### config.mk
export PLATFORM = sky130hd
export DESIGN_NAME = mem_port_sched
export DESIGN_NICKNAME = d
export VERILOG_FILES = /design/src/rtl/central_pkg.sv /design/src/rtl/starve_counter.sv /design/src/rtl/mem_port_sched.sv
export SDC_FILE = /design/constraint.sdc
export NUM_CORES = 1
export LEC_CHECK = 0
export CAP_MARGIN = 20
export CORE_MARGIN = 4
export CORE_UTILIZATION = 55
export CTS_CLUSTER_SIZE = 25
export DETAILED_ROUTE_END_ITERATION = 16
export DONT_BUFFER_PORTS = 1
export GPL_TIMING_DRIVEN = 0
export PLACE_DENSITY = 0.74
export SETUP_SLACK_MARGIN = 0.1
export SLEW_MARGIN = 0
export SYNTH_ARGS = -nofsm -noshare
export SYNTH_HDL_FRONTEND = slang
export SYNTH_SLANG_ARGS = --single-unit
### constraint.sdc
create_clock -name clk -period 2.1 [get_ports clk]
set_clock_uncertainty 0.2 [all_clocks]
set_input_delay 0.42 -clock clk [delete_from_list [all_inputs] [get_ports clk]]
set_output_delay 0.42 -clock clk [all_outputs]
set_load 0.02 [all_outputs]
### src/rtl/central_pkg.sv
// rtl/central_pkg.sv - shared size constants and scheduler state type for central
package central_pkg;

  localparam int I_S = 12;  // memory word width
  localparam int D_S = 8;   // core data width
  localparam int O_S = 4;   // opcode width
  localparam int A_S = 5;   // memory address width
  localparam int P_S = 16;  // program region words
  localparam int STARVE_DEF = 4;

  typedef enum logic [2:0] {
    S_IDLE,
    S_LOAD,
    S_START,
    S_RUN,
    S_HALT
  } sched_state_t;

endpackage

### src/rtl/starve_counter.sv
// rtl/starve_counter.sv - saturating count of denied host cycles with limit flag
module starve_counter #(
  parameter int LIMIT = 4
) (
  input  logic clk,
  input  logic rst,
  input  logic inc,
  input  logic clr,
  output logic at_limit
);

  localparam int W = $clog2(LIMIT + 1);

  logic [W-1:0] count;

  // Clear wins over increment; the count parks at LIMIT until the host is served.
  always_ff @(posedge clk) begin
    if (rst || clr) begin
      count <= '0;
    end else if (inc && (count != W'(LIMIT))) begin
      count <= count + 1'b1;
    end
  end

  assign at_limit = (count == W'(LIMIT));

endmodule

### src/rtl/mem_port_sched.sv
// rtl/mem_port_sched.sv - program loader and core/host arbiter for the shared memory port
module mem_port_sched
  import central_pkg::*;
#(
  parameter int INSTR_SIZE   = I_S,
  parameter int DATA_SIZE    = D_S,
  parameter int ADDR_SIZE    = A_S,
  parameter int PROGRAM_SIZE = P_S,
  parameter int STARVE_LIMIT = STARVE_DEF
) (
  input  logic                  clk,
  input  logic                  rst,
  input  logic                  host_load,
  input  logic                  host_wr_valid,
  output logic                  host_wr_ready,
  input  logic [INSTR_SIZE-1:0] host_wr_data,
  input  logic                  host_rd_req,
  input  logic [ADDR_SIZE-1:0]  host_rd_addr,
  output logic                  host_rd_gnt,
  output logic                  host_rd_valid,
  output logic [INSTR_SIZE-1:0] host_rd_data,
  input  logic                  core_req,
  input  logic                  core_we,
  input  logic [ADDR_SIZE-1:0]  core_addr,
  input  logic [DATA_SIZE-1:0]  core_wdata,
  output logic                  core_gnt,
  output logic [INSTR_SIZE-1:0] core_rdata,
  input  logic                  core_oob,
  output logic                  core_run,
  output logic                  pc_clear,
  output logic                  halted,
  output logic                  mem_en,
  output logic                  mem_we,
  output logic [ADDR_SIZE-1:0]  mem_addr,
  output logic [INSTR_SIZE-1:0] mem_wdata,
  input  logic [INSTR_SIZE-1:0] mem_rdata
);

  localparam logic [ADDR_SIZE-1:0] LAST_ADDR = ADDR_SIZE'(PROGRAM_SIZE - 1);

  sched_state_t         state;
  logic [ADDR_SIZE-1:0] load_cnt;
  logic                 core_rd_pend;
  logic                 starve_hit;
  logic                 starve_inc;

  starve_counter #(
    .LIMIT(STARVE_LIMIT)
  ) u_starve (
    .clk     (clk),
    .rst     (rst),
    .inc     (starve_inc),
    .clr     (host_rd_gnt),
    .at_limit(starve_hit)
  );

  assign starve_inc = (state == S_RUN) && host_rd_req && !host_rd_gnt;

  // Port arbitration: host wins in RUN only when the core is quiet or the host has starved.
  always_comb begin
    core_gnt    = 1'b0;
    host_rd_gnt = 1'b0;
    if (!rst) begin
      case (state)
        S_IDLE, S_HALT: host_rd_gnt = host_rd_req;
        S_RUN: begin
          host_rd_gnt = host_rd_req && (!core_req || starve_hit);
          core_gnt    = core_req && !host_rd_gnt;
        end
        default: ;
      endcase
    end
  end

  // Memory port mux: load stream, then host read, then core access.
  always_comb begin
    mem_en    = 1'b0;
    mem_we    = 1'b0;
    mem_addr  = '0;
    mem_wdata = '0;
    if (!rst && (state == S_LOAD) && host_wr_valid) begin
      mem_en    = 1'b1;
      mem_we    = 1'b1;
      mem_addr  = load_cnt;
      mem_wdata = host_wr_data;
    end else if (host_rd_gnt) begin
      mem_en   = 1'b1;
      mem_addr = host_rd_addr;
    end else if (core_gnt) begin
      mem_en   = 1'b1;
      mem_we   = core_we;
      mem_addr = core_addr;
      if (core_we) begin
        mem_wdata = {{(INSTR_SIZE - DATA_SIZE){1'b0}}, core_wdata};
      end
    end
  end

  // Sequencer: state plus the registered status outputs that follow it.
  always_ff @(posedge clk) begin
    if (rst) begin
      state         <= S_IDLE;
      load_cnt      <= '0;
      host_wr_ready <= 1'b0;
      pc_clear      <= 1'b0;
      core_run      <= 1'b0;
      halted        <= 1'b0;
    end else begin
      case (state)
        S_IDLE: begin
          if (host_load) begin
            state         <= S_LOAD;
            load_cnt      <= '0;
            host_wr_ready <= 1'b1;
          end
        end
        S_LOAD: begin
          if (host_wr_valid) begin
            load_cnt <= load_cnt + 1'b1;
            if (load_cnt == LAST_ADDR) begin
              state         <= S_START;
              host_wr_ready <= 1'b0;
              pc_clear      <= 1'b1;
            end
          end
        end
        S_START: begin
          state    <= S_RUN;
          pc_clear <= 1'b0;
          core_run <= 1'b1;
        end
        S_RUN: begin
          if (core_oob) begin
            state    <= S_HALT;
            core_run <= 1'b0;
            halted   <= 1'b1;
          end
        end
        S_HALT: begin
          if (host_load) begin
            state         <= S_LOAD;
            load_cnt      <= '0;
            halted        <= 1'b0;
            host_wr_ready <= 1'b1;
          end
        end
        default: state <= S_IDLE;
      endcase
    end
  end

  // Remember which requester owns the read data arriving next cycle.
  always_ff @(posedge clk) begin
    if (rst) begin
      host_rd_valid <= 1'b0;
      core_rd_pend  <= 1'b0;
    end else begin
      host_rd_valid <= host_rd_gnt;
      core_rd_pend  <= core_gnt && !core_we;
    end
  end

  assign host_rd_data = host_rd_valid ? mem_rdata : '0;
  assign core_rdata   = core_rd_pend ? mem_rdata : '0;

endmodule

# After elaboration in Yosys (flattened, before gate mapping)
# Cells that the tools add are included.
classes:
  addsub: 2
  multipliers: 0
  div: 0
  n_lt_le_gt_ge: 0
  n_eq_ne: 12
  n_shift: 0
  mux: 39
  bitwise: 0
  reduce_logical: 27
ops:
  columns: ["operator", "n"]
  rows:
  - ["$mux W12", 3]
  - ["$mux W5", 5]
  - ["$mux W8", 3]
  - ["$mux W1", 17]
  - ["$mux W3", 4]
  - ["$pmux W3 S4", 1]
  - ["$pmux W1 S2", 5]
  - ["$pmux W5 S2", 1]
  - ["$reduce_and A3 Y1", 3]
  - ["$logic_and A1 B1 Y1", 8]
  - ["$reduce_and A4 Y1", 2]
  - ["$reduce_bool A2 Y1", 4]
  - ["$eq A3 B2 Y1 const B", 2]
  - ["$eq A3 B3 Y1 const B", 2]
  - ["$ne A2 B2 Y1 const B", 3]
  - ["$add A5 B1 Y5 const B", 1]
  - ["$eq A5 B4 Y1 const B", 1]
  - ["$logic_not A1 Y1", 5]
  - ["$ne A2 B1 Y1 const B", 2]
  - ["$add A3 B1 Y3 const B", 1]
  - ["$eq A3 B1 Y1 const B", 1]
  - ["$logic_not A3 Y1", 1]
  - ["$ne A3 B3 Y1 const B", 1]
  - ["$logic_or A1 B1 Y1", 2]
  - ["other kinds (2)", 2]
totals:
  regBits: 17
  latch_bits: 0
  mem_bits_rw: 0
  romBits: 0
  inputBits: 50
  out_inout_bits: 50
  elab_cells: 89
  mem_count: 0

# Longest topological paths before layout
logic_depth:
  word_depth: 10
  depth_mapped: 8

# Modules after synthesis
# From an unflattened synthesis, not the netlist that was laid out.
unflattened:
  cells_unflattened: 152
  hier_area_um2: 1288.7
modules_own_cells:
  columns: ["mod", "instances", "cells_per_inst", "area_each_um2"]
  rows:
  - ["mem_port_sched", 1, 134, 1101.1]
  - ["starve_counter", 1, 18, 187.7]

# Least setup slack after synthesis
# Ideal clock, no wire load.
synth_timing:
  path_type: "register to output"
  from: "register u_starve.count[0]"
  to: "output port mem_en"
  t_arrival_ns: 1.669
  t_required_ns: 1.480
  setup_slack_ns: -0.189
  path_stages_with_launch: 8
  path_buffers: 1
  cell_sequence: "dfxtp_1 > inv_1 > ha_1 > a21boi_0 > o2bb2ai_1 > nor2b_1 > clkbuf_2 > or3_1"
synth_between:
  elab_cells_between_ends: 12
synth_rtl:
  columns: ["element", "line_no", "rtl"]
  rows:
  - ["start, declared", "starve_counter.sv:14", "logic [W-1:0] count;"]
  - ["start signal, assigned", "starve_counter.sv:21", "count <= count + 1'b1;"]
  - ["$eq A3 B3 Y1", "starve_counter.sv:25", "assign at_limit = (count == W'(LIMIT));"]
  - ["$logic_or A1 B1 Y1", "mem_port_sched.sv:67", "host_rd_gnt = host_rd_req && (!core_req || starve_hit);"]
  - ["$logic_and A1 B1 Y1", "mem_port_sched.sv:67", null]
  - ["$pmux W1 S2", "mem_port_sched.sv:64", "case (state)"]
  - ["$mux W1", "mem_port_sched.sv:63", "if (!rst) begin"]
  - ["via host_rd_gnt", "mem_port_sched.sv:19", "output logic host_rd_gnt,"]
  - ["$mux W1", "mem_port_sched.sv:86", "end else if (host_rd_gnt) begin"]
  - ["$mux W1", "mem_port_sched.sv:81", "if (!rst && (state == S_LOAD) && host_wr_valid) begin"]
  - ["end, declared", "mem_port_sched.sv:32", "output logic mem_en,"]
# The timed path passes the listed nets, and every way through them passes these cells.

# Worst setup path after layout
layout_timing:
  from: "register state[0]"
  to: "output port mem_wdata[3]"
layout_between:
  elab_chain_cells: 6
  elab_cells_between_ends: 14
layout_lines:
  columns: ["element", "line_no", "rtl"]
  rows:
  - ["start, declared", "mem_port_sched.sv:41", "sched_state_t state;"]
  - ["start signal, assigned", "mem_port_sched.sv:102", "state <= S_IDLE;"]
  - ["start signal, assigned", "mem_port_sched.sv:112", "state <= S_LOAD;"]
  - ["start signal, assigned", "mem_port_sched.sv:121", "state <= S_START;"]
  - ["$eq A3 B2 Y1", "mem_port_sched.sv:64", null]
  - ["$mux W1", "mem_port_sched.sv:64", null]
  - ["$mux W1", "mem_port_sched.sv:63", null]
  - ["via core_gnt", "mem_port_sched.sv:26", "output logic core_gnt,"]
  - ["$mux W8", "mem_port_sched.sv:89", "end else if (core_gnt) begin"]
  - ["$mux W8", "mem_port_sched.sv:86", null]
  - ["$mux W12", "mem_port_sched.sv:81", null]
  - ["end, declared", "mem_port_sched.sv:35", "output logic [INSTR_SIZE-1:0] mem_wdata,"]
# The timed path passes the listed nets, and every way through them passes these cells.

==> flow_summary_export.csv <==
group,metric,value,unit
timing,layout_setup_ws,-0.401,ns
layout,drive_gt1_share,34.9,%
floorplanning,die_area,0.00296,sq mm
power,p_sw,177,uW
status,status,"finished with violations",
yosys,avgSynthCellArea,8.22,sq um
place,place_area,0.00134,sq mm
worst_setup_path,required,1.48,ns
drt,wl_per_cell,17.1,um
yosys,synth-edff-count,0,
layout,syn2layout_area_growth,32.6,%
timing,final_max_slew_viol_count,0,
floorplanning,ios,100,
grt,track_usage,20.5,%
clock_network,cts.sink_count,17,
layout,final_nets,221,
timing,min_period_over_period,119,%
place,portBuffers,0,
timing,hold_violations,0,
grt,grt_pass1_vias,991,
yosys,synth_top_area_cell,"dfxtp_1",
drt,initialDrtViolationCount,12,
power,p_sw_share,28.1,%
grt,grt_util_met1,21.5,%
yosys,synth.net_count,198,
timing,fin_tns_setup,-6.63,ns
timing,finalSetupViolCount,19,
power,comb_power_share,19.3,%
worst_setup_path,cp_max_fo,9,
drt,drc,0,
floorplanning,die_x,54.4,um
yosys,async_flop_share,0,%
floorplanning,start_util,59.1,%
grt,grtUsageMet3,4.36,%
worst_setup_path,worstSetupPathType,"flip-flop to primary output",
timing,holdWs,0.0667,ns
clock_network,cts.clk_slew.worst_paths,0.10,ns
grt,busiest_layer,"met2",
yosys,ys_ff_latch,17,
yosys,yosysUniqueCellTypes,36,
worst_setup_path,arrival,1.88,ns
layout,fin_area,0.00157,sq mm
yosys,syn_inst,144,
clock_network,cts_tree,"yes",
layout,fill_cells,142,
floorplanning,coreArea,0.00200,sq mm
yosys,synth_seq_area_share,28.8,%
timing,worst_pin_slew,0.445,ns
clock_network,htree_levels,1,
grt,grt_max_degree,11,
place,place.gp.congestion,0.791,
power,powerDensity,400,mW/mm^2
yosys,synthFlopType,"dfxtp_1",
clock_network,cts_buffers,3,
job,maxCapViolCount,0,
floorplanning,rows,16,
yosys,netlist_area,0.00118,sq mm
grt,antenna_found_initial,0,
drt,first_pass_iters,4,
grt,overflow,0,
grt,grt_pass1_wl,4440,um
grt,grtUsageMet2,39.4,%
yosys,synth.most_common_cell,"and2_1",
power,intPower,451,uW
worst_setup_path,crit_path_end_kind,"primary output",
drt,viasPerCell,5.79,
min_path,hold_class,"input pin to flip-flop",
timing,fin_crit,2.50,ns
layout,antennaDiodeCount,0,
worst_setup_path,start_kind,"flip-flop",
yosys,synthTopCellsByCount,"28 x and2_1, 17 x dfxtp_1, 13 x a22o_1, 9 x nor2_1",
layout,multiInputGateArea,893,sq um
power,ir_drop,0.327,mV
drt,totalWireLength,3300,um
drt,num_vias,1117,
status,violations,"negative setup slack",
yosys,yosys_warnings,0,
layout,ff_latch_area,352,sq um
clock_network,clk_latency,0.29,ns
clock_network,clockBufferDepth,2,
power,power_frac_clock,27.6,%
floorplanning,die_y,54.4,um
yosys,synth_top_area_share,28.8,%
yosys,synth_area_leaders,"dfxtp_1 29%, and2_1 15%, a22o_1 9.6%",
place,hpwlAfterDp,2560,um
timing,max_freq,400,MHz
timing,relSlewSlack,70.4,%
power,p_seq_share,53.1,%
clock_network,cts_root_buffer,"clkbuf_4",
timing,rsz0062_at_grt,"true",
power,p_leak,0.000712,uW
drt,ant_nets,0,
-- cell usage in the layout, fill, tap and decap left out, drive strengths merged, types with 3 or more instances in the layout --
cell type  count
and2          28
buf           23
dfxtp         17
a22o          13
nor2           9
nor3           6
nand2          6
a21o           6
inv            6
clkbuf         6
a21oi          5
nor2b          5
ha             4
xor2           3
-- flip-flops by register name, indices dropped and copies added (netlist names) --
| name | flops |
|---|---|
| load_cnt | 5 |
| state | 3 |
| u_starve.count | 3 |
| core_rd_pend | 1 |
| core_run | 1 |
| halted | 1 |
| host_rd_valid | 1 |
| host_wr_ready | 1 |
| pc_clear | 1 |
-- worst max-delay path: stages (launching register included) --
cell and delay, ns:
dfxtp_2 0.33, buf_6 0.12, and3b_2 0.19, and4b_1 0.21
buf_6 0.15, and3b_1 0.17, buf_6 0.14, a22o_4 0.28
-- cells by family after synthesis --
group | Yosys count | synth area share, %
buffers and inverters | 16 | 7.29
flip-flops | 17 | 28.8
AND/OR/NAND/NOR | 68 | 33.6
adder cells (fa/ha/maj) | 4 | 4.23
multiplexers | 2 | 1.69
AO/OA/AOI/OAI | 32 | 20.7
XOR/XNOR | 5 | 3.70
-- what timing repair did --
action,in CTS,in global routing
pin swaps,7,3
setup endpoints to repair,21,32
hold buffers,2,0
gates cloned,2,0
setup buffers,11,3
gates resized for setup,15,8
endpoints found under the hold margin,2,0
-- area by class of cell --
class	count	area share [%]
Tap cell	27	2.15
Clock inverter	1	0.319
Sequential cell	17	22.4
Multi-Input combinational cell	111	56.9
Timing Repair Buffer	18	9.49
Clock buffer	3	1.44
Buffer	10	5.82
Inverter	6	1.44
-- path summary, 6_finish.rpt --
| kind | startpoint | to | slack (ns) | cells past startpoint |
|---|---|---|---|---|
| max | state[0]$_SDFFE_PP0P_ | mem_wdata[3] | -0.40 | 7 |
| min reg2reg | load_cnt[4]$_SDFFE_PP0P_ | load_cnt[4]$_SDFFE_PP0P_ | 0.32 | 2 |
| min | core_oob | state[2]$_SDFFE_PP0P_ | 0.07 | 2 |
| max reg2reg | load_cnt[0]$_SDFFE_PP0P_ | state[0]$_SDFFE_PP0P_ | 0.24 | 6 |
-- power by group through the flow --
stage | registers (uW) | clock network (uW) | logic, uW
6_report | 333 | 173 | 121
5_1_grt | 334 | 202 | 130
4_1_cts | 334 | 178 | 116
3_5_place_dp | 343 | 0 | 98.7
3_3_place_gp | 343 | 0 | 97.2
2_1_floorplan | 342 | 0 | 87.9
-- routing by layer --
layer,up-vias,share of wire (%)
li1,551,-
met1,514,35
met4,0,0.42
met3,2,9.9
met2,50,54
met5,-,0
-- stage by stage --
step / setup slack (ns) / utilization (%) / std cells / total power [uW]
finish: -0.401 / 78.4 / 193 / 628
global route: -0.479 / 78.4 / 193 / 666
CTS: -0.396 / 76.2 / 190 / 628
detailed placement: -0.0990 / 67.1 / 171 / 442
global placement: -0.0716 / 67.1 / 171 / 440
floorplan: 0.00631 / - / 144 / 430
No activity file was read; power rests on OpenSTA's default activity.
